===== config.mk =====
export PLATFORM = sky130hd
export DESIGN_NAME = sprite_fetch_sched
export DESIGN_NICKNAME = d
export VERILOG_FILES = /design/src/rtl/sprite_fetch_sched.sv
export SDC_FILE = /design/constraint.sdc
export NUM_CORES = 1
export LEC_CHECK = 0
export BUFFER_PORTS_ARGS = -buffer_cell sky130_fd_sc_hd__buf_2
export CAP_MARGIN = 10
export CORE_ASPECT_RATIO = 1.1
export CORE_UTILIZATION = 37
export CTS_BUF_LIST = sky130_fd_sc_hd__clkbuf_8 sky130_fd_sc_hd__clkbuf_16
export DETAILED_ROUTE_END_ITERATION = 10
export SKIP_LAST_GASP = 1
export SLEW_MARGIN = 10
export SYNTH_ARGS = -nofsm -noshare
export SYNTH_HDL_FRONTEND = slang
export SYNTH_SLANG_ARGS = --single-unit

===== constraint.sdc =====
create_clock -name clk -period 2.3 [get_ports clk]
set_clock_uncertainty 0.05 [all_clocks]
set_input_delay 0.23 -clock clk [delete_from_list [all_inputs] [get_ports clk]]
set_output_delay 0.23 -clock clk [all_outputs]
set_load 0.02 [all_outputs]

===== src/rtl/sprite_fetch_sched.sv =====
// Sprite line-graphics fetch sequencer for horizontal blanking.
// On the start column it walks every sprite slot and every word of that
// slot's line, holding index/word stable for MEM_LAT+1 cycles and strobing
// the matching sprite_dvalid bit in the last cycle of each window.
// A line wrap while fetching aborts the sequence and sets a sticky overrun.
module sprite_fetch_sched #(
    parameter int N_SPRITES = 16,
    parameter int IDX_W     = 5,
    parameter int WORDS     = 2,
    parameter int WSEL_W    = 1,
    parameter int MEM_LAT   = 3,
    parameter int COL_W     = 12,
    parameter int START_COL = 704
) (
    input  logic              clk,
    input  logic              rst,
    input  logic [COL_W-1:0]  pix_col,
    input  logic              enable,
    output logic [IDX_W-1:0]  sprite_index,
    output logic [WSEL_W-1:0] word_sel,
    output logic [WORDS-1:0]  sprite_dvalid,
    output logic              busy,
    output logic              done,
    output logic              overrun
);

    localparam int CNT_W = (MEM_LAT < 2) ? 1 : $clog2(MEM_LAT + 1);

    localparam logic [CNT_W-1:0]  CNT_MAX  = CNT_W'(MEM_LAT);
    localparam logic [IDX_W-1:0]  IDX_NULL = IDX_W'(N_SPRITES);
    localparam logic [IDX_W-1:0]  IDX_LAST = IDX_W'(N_SPRITES - 1);
    localparam logic [WSEL_W-1:0] WS_LAST  = WSEL_W'(WORDS - 1);
    localparam logic [COL_W-1:0]  START    = COL_W'(START_COL);

    typedef enum logic [1:0] {
        IDLE  = 2'd0,
        FETCH = 2'd1,
        DONE  = 2'd2
    } state_t;

    state_t             state_reg, state_next;
    logic [IDX_W-1:0]   index_reg, index_next;
    logic [WSEL_W-1:0]  word_sel_reg, word_sel_next;
    logic [CNT_W-1:0]   cnt_reg, cnt_next;
    logic [CNT_W-1:0]   cnt_inc;
    logic [WORDS-1:0]   dvalid_reg, dvalid_next;
    logic               busy_reg, busy_next;
    logic               done_reg, done_next;
    logic               overrun_reg, overrun_next;
    logic [WORDS-1:0]   word_onehot;

    // One-hot decode of the word currently being fetched (strobe pattern).
    for (genvar gi = 0; gi < WORDS; gi++) begin : g_word_dec
        assign word_onehot[gi] = (word_sel_reg == WSEL_W'(gi));
    end

    assign cnt_inc = cnt_reg + 1'b1;

    // State and output registers; every output comes straight from a flop.
    always_ff @(posedge clk or posedge rst) begin
        if (rst) begin
            state_reg    <= IDLE;
            index_reg    <= IDX_NULL;
            word_sel_reg <= '0;
            cnt_reg      <= '0;
            dvalid_reg   <= '0;
            busy_reg     <= 1'b0;
            done_reg     <= 1'b0;
            overrun_reg  <= 1'b0;
        end else begin
            state_reg    <= state_next;
            index_reg    <= index_next;
            word_sel_reg <= word_sel_next;
            cnt_reg      <= cnt_next;
            dvalid_reg   <= dvalid_next;
            busy_reg     <= busy_next;
            done_reg     <= done_next;
            overrun_reg  <= overrun_next;
        end
    end

    // Next-state logic: strobe is raised one edge early so the registered
    // dvalid lines up with the cycle where the counter shows MEM_LAT.
    always_comb begin
        state_next    = state_reg;
        index_next    = index_reg;
        word_sel_next = word_sel_reg;
        cnt_next      = cnt_reg;
        dvalid_next   = '0;
        busy_next     = 1'b0;
        done_next     = 1'b0;
        overrun_next  = overrun_reg;

        case (state_reg)
            IDLE: begin
                index_next = IDX_NULL;
                if (pix_col == START && enable) begin
                    state_next    = FETCH;
                    busy_next     = 1'b1;
                    index_next    = '0;
                    word_sel_next = '0;
                    cnt_next      = '0;
                end
            end

            FETCH: begin
                if (pix_col == '0) begin
                    // Line wrapped before the fetch finished: give up on this line.
                    state_next    = IDLE;
                    overrun_next  = 1'b1;
                    index_next    = IDX_NULL;
                    word_sel_next = '0;
                    cnt_next      = '0;
                end else if (cnt_reg == CNT_MAX) begin
                    // Strobe cycle just shown; move on to the next word.
                    cnt_next  = '0;
                    busy_next = 1'b1;
                    if (word_sel_reg == WS_LAST) begin
                        word_sel_next = '0;
                        if (index_reg == IDX_LAST) begin
                            state_next = DONE;
                            busy_next  = 1'b0;
                            done_next  = 1'b1;
                            index_next = IDX_NULL;
                        end else begin
                            index_next = index_reg + 1'b1;
                        end
                    end else begin
                        word_sel_next = word_sel_reg + 1'b1;
                    end
                end else begin
                    busy_next = 1'b1;
                    cnt_next  = cnt_inc;
                    if (cnt_inc == CNT_MAX) begin
                        dvalid_next = word_onehot;
                    end
                end
            end

            DONE: begin
                state_next = IDLE;
                index_next = IDX_NULL;
            end

            default: begin
                state_next = IDLE;
                index_next = IDX_NULL;
            end
        endcase
    end

    assign sprite_index  = index_reg;
    assign word_sel      = word_sel_reg;
    assign sprite_dvalid = dvalid_reg;
    assign busy          = busy_reg;
    assign done          = done_reg;
    assign overrun       = overrun_reg;

endmodule

==> metrics.md <==
| Metric | Value |
|---|---|
| Worst slew slack as a fraction of its limit | 62.4% |
| Clock tree from TritonCTS | yes |
| Tightest Hold Check Type | input pin to async pin |
| Resized Gates After CTS | 0 |
| Top Ports | 26 |
| Dominant register cell in the synthesized netlist | dfrtp_1 |
| Weighted congestion at the end of routability-driven global placement | 0.758 |
| CP Depth | 5 |
| Pint | 0.653 mW |
| Area of the die | 2240 um^2 |
| Deepest clock path buffer count | 2 |
| Post-CTS setup buffers | 0 |
| Average routed wire per standard cell | 11.8 um |
| Leftover overflow at the end of global routing | 0 |
| Combinational power share | 40.8% |
| Post-DP HPWL | 1120 um |
| Post-synthesis cell type with the largest combined area | dfrtp_1 |
| Syn nets | 91 |
| Reported max-cap violation count | 0 |
| Failing checks | hold timing |
| Element type at the critical path end | flip-flop |
| Number of nets in the finished design | 120 |
| RSZ-0062 raised after global routing | no |
| Switching share of total power | 40.4% |
| Residual DRC count | 0 |
| Ys async rst share | 100% |
| CTS clock-pin slew for the worst setup and hold paths | 60 ps |
| Setup violations, final | 0 |
| Number of design-rule violations left by the first detailed-router iteration | 6 |
| Starting density of the core | 40.9% |
| Number of synthesized flops with an enable pin | 0 |
| Wire length after detailed routing | 1500 um |
| Cell at the root of the clock tree | clkbuf_8 |
| CP required | 2420 ps |
| Synthesized netlist cell count | 72 |
| Kind of critical path | flip-flop to flip-flop |
| Crit-path leading delay family | simple AND/OR/NAND/NOR gates |
| Number of inserted diodes | 0 |
| Syn avg cell area | 10.6 um^2 |
| Worst endpoint data arrival time | 1950 ps |
| Worst slew pin tran | 564 ps |
| Highest clock rate | 546 MHz |
| Share of power burned in registers | 40.7% |
| Post-CTS Hold Fix Bufs | 0 |
| Synth-to-layout area growth | 26.2% |
| Final hold slack | -18.5 ps |
| Result of the run | finished, violations left |
| Number of max-slew violations in the final report | 0 |
| DIE WIDTH | 45.2 um |
| Vertical die dimension | 49.6 um |
| Number of storage elements in the synthesis netlist | 15 |
| Antenna violation net count after detailed routing | 0 |
| Final Instance Area | 960 um^2 |
| Most prevalent standard cell on the critical path | ha_1 |
| Fraction of layout instances using a drive strength above 1 | 35.0% |
| Biggest area contributors in the synthesized netlist | dfrtp_1 (46%), ha_1 (6.6%), nor4_4 (5.6%), dfstp_2 (3.5%), a21oi_1 (3.3%) |
| Number of fill cells in the layout | 199 |
| Critical path, cell by cell | ha_1 -> and3_1 -> ha_1 -> or4b_1 -> a21oi_1 |
| Clock Power Share | 18.5% |
| Total clock buffers created by CTS | 3 |
| Global-route wire length before repair | 2510 um |
| Clock latency of the later-clocked register in the worst-skew pair | 240 ps |
| Netlist area before placement | 761 um^2 |
| Share of synthesized area occupied by flip-flops and latches | 49.5% |
| Power density over cell area | 1140 nW/um^2 |
| Number of placement rows | 16 |
| Vias per cell | 5.02 |
| Total number of clock tree sinks | 15 |
| Clock H-tree levels | 1 |
| Sum of negative setup slack | 0 ps |
| Worst Setup Start Kind | flip-flop |
| Final hold vios | 14 |
| Vias in the first global route | 595 |
| Leakage power | 0.488 nW |
| Power, Total | 1.10 mW |
| GRT Resource Usage Total | 15.3% |
| Core Region | 1860 um^2 |
| Worst ir drop on vdd | 0.579 mV |
| Worst-path maximum fanout | 5 |
| Count of input and output buffers | 25 |
| Period Utilization, post-route | 79.6% |
| Worst r2r path cells | 5 |
| Library cells used by synthesis | 28 |
| Area share of the largest cell type after synthesis | 46.1% |
| Final min period | 1830 ps |
| Critical path's largest stage delay | 510 ps |
| Number of antenna violations at the first check in global routing | 0 |
| Worst-path cell with the longest stage delay | or4b_1 |
| First-pass detailed-route iteration total | 4 |
| Reported net switching power | 0.443 mW |
| Ys Warns | 0 |
| Cell area after placement | 915 um^2 |
| CP Buf/Inv Count | 0 |
| Flip-flop count of the largest register after layout | 5 |
| Routed via count | 637 |
| Pin count of the biggest net entering global routing | 16 |
-- cells by family (layout without fill, tap and decap cells) --
kind of cell               Yosys count  in the layout  synth area share, %
DFF                                 15             15                 49.5
buffers and inverters                5             33                 2.63
AOI/OAI and AO/OA                   17             17                 13.2
adders and majority gates            4              4                 6.58
and+or+nand+nor                     31             31                 28.1
-- power by group through the flow --
stage,sequential (mW),clock (mW),combinational (mW)
3_3_place_gp,0.444,0,0.445
5_1_grt,0.463,0.225,0.509
2_1_floorplan,0.519,0,0.241
6_report,0.446,0.203,0.447
4_1_cts,0.447,0.210,0.454
3_5_place_dp,0.452,0,0.450
-- per-stage QoR --
step	worst slack, ps	util [%]	cells
3_3_place_gp	516	49.1	123
5_1_grt	368	51.5	127
6_report	468	51.5	127
2_1_floorplan	450	-	72
4_1_cts	467	51.5	127
3_5_place_dp	470	49.1	123
-- layer usage --
layer	track usage (%)	part of all wire [%]	wire (um)	vias to the layer above
met3	3.30	4.5	68	2
met5	0	0	0	-
li1	-	-	-	318
met4	7.58	0.86	13	0
met2	24.2	46	698	21
met1	19.2	48	723	296
-- layout make-up --
class | count | area [um^2] | area share [%]
tap | 27 | 33.8 | 3.52
timing repair buffer | 25 | 125 | 13.0
multi-input combinational | 52 | 364 | 37.9
inverter | 4 | 15.0 | 1.56
clock buffer | 3 | 41.3 | 4.30
sequential | 15 | 377 | 39.2
clock inverter | 1 | 3.75 | 0.391
-- Yosys cell counts, types with 2 or more instances --
cell type,count
dfrtp_1,14
ha_1,4
o21ai_1,4
o21ai_0,3
nand2_1,6
inv_1,4
nor4_4,2
nand3_1,5
a21oi_1,5
nor2b_1,2
nor3_1,2
and3_1,3
nor2_1,3
-- worst register-to-register path, delay by kind of cell (launching register included) --
family                     cells  cell delay, ps
AOI/OAI and AO/OA              1             140
and+or+nand+nor                2             690
DFF                            1             420
adders and majority gates      2             460
-- worst paths after layout --
path                                                   from                     endpoint  slack [ps]
min in group clk                                pix_col[10]          overrun$_DFFE_PP0P_         270
worst min register to register          overrun$_DFFE_PP0P_          overrun$_DFFE_PP0P_         420
worst min-delay path                                    rst               done$_DFF_PP0_         -20
max in group asynchronous                               rst       cnt_reg[1]$_DFFE_PP0P_        1850
worst max-delay path            sprite_index[0]$_DFFE_PP0P_  sprite_index[2]$_DFFE_PP0P_         470
worst max register to register  sprite_index[0]$_DFFE_PP0P_  sprite_index[2]$_DFFE_PP0P_         470
-- cell usage in the layout, fill, tap and decap left out --
cell / instances
a211o_1: 1
a21o_1: 1
a21oi_1: 5
a31o_2: 1
and3_1: 3
buf_2: 25
clkbuf_8: 3
dfrtp_1: 14
dfstp_2: 1
ha_1: 4
inv_1: 5
nand2_1: 6
nand2_2: 1
nand2b_1: 1
nand3_1: 5
nand4_2: 1
nor2_1: 3
nor2b_1: 2
nor3_1: 2
nor4_1: 1
nor4_4: 2
nor4b_1: 1
nor4b_2: 1
o21ai_0: 3
o21ai_1: 4
o21bai_1: 1
o31ai_1: 1
or3_1: 1
or4b_1: 1
Note: power is estimated with default switching activity, not from simulation.
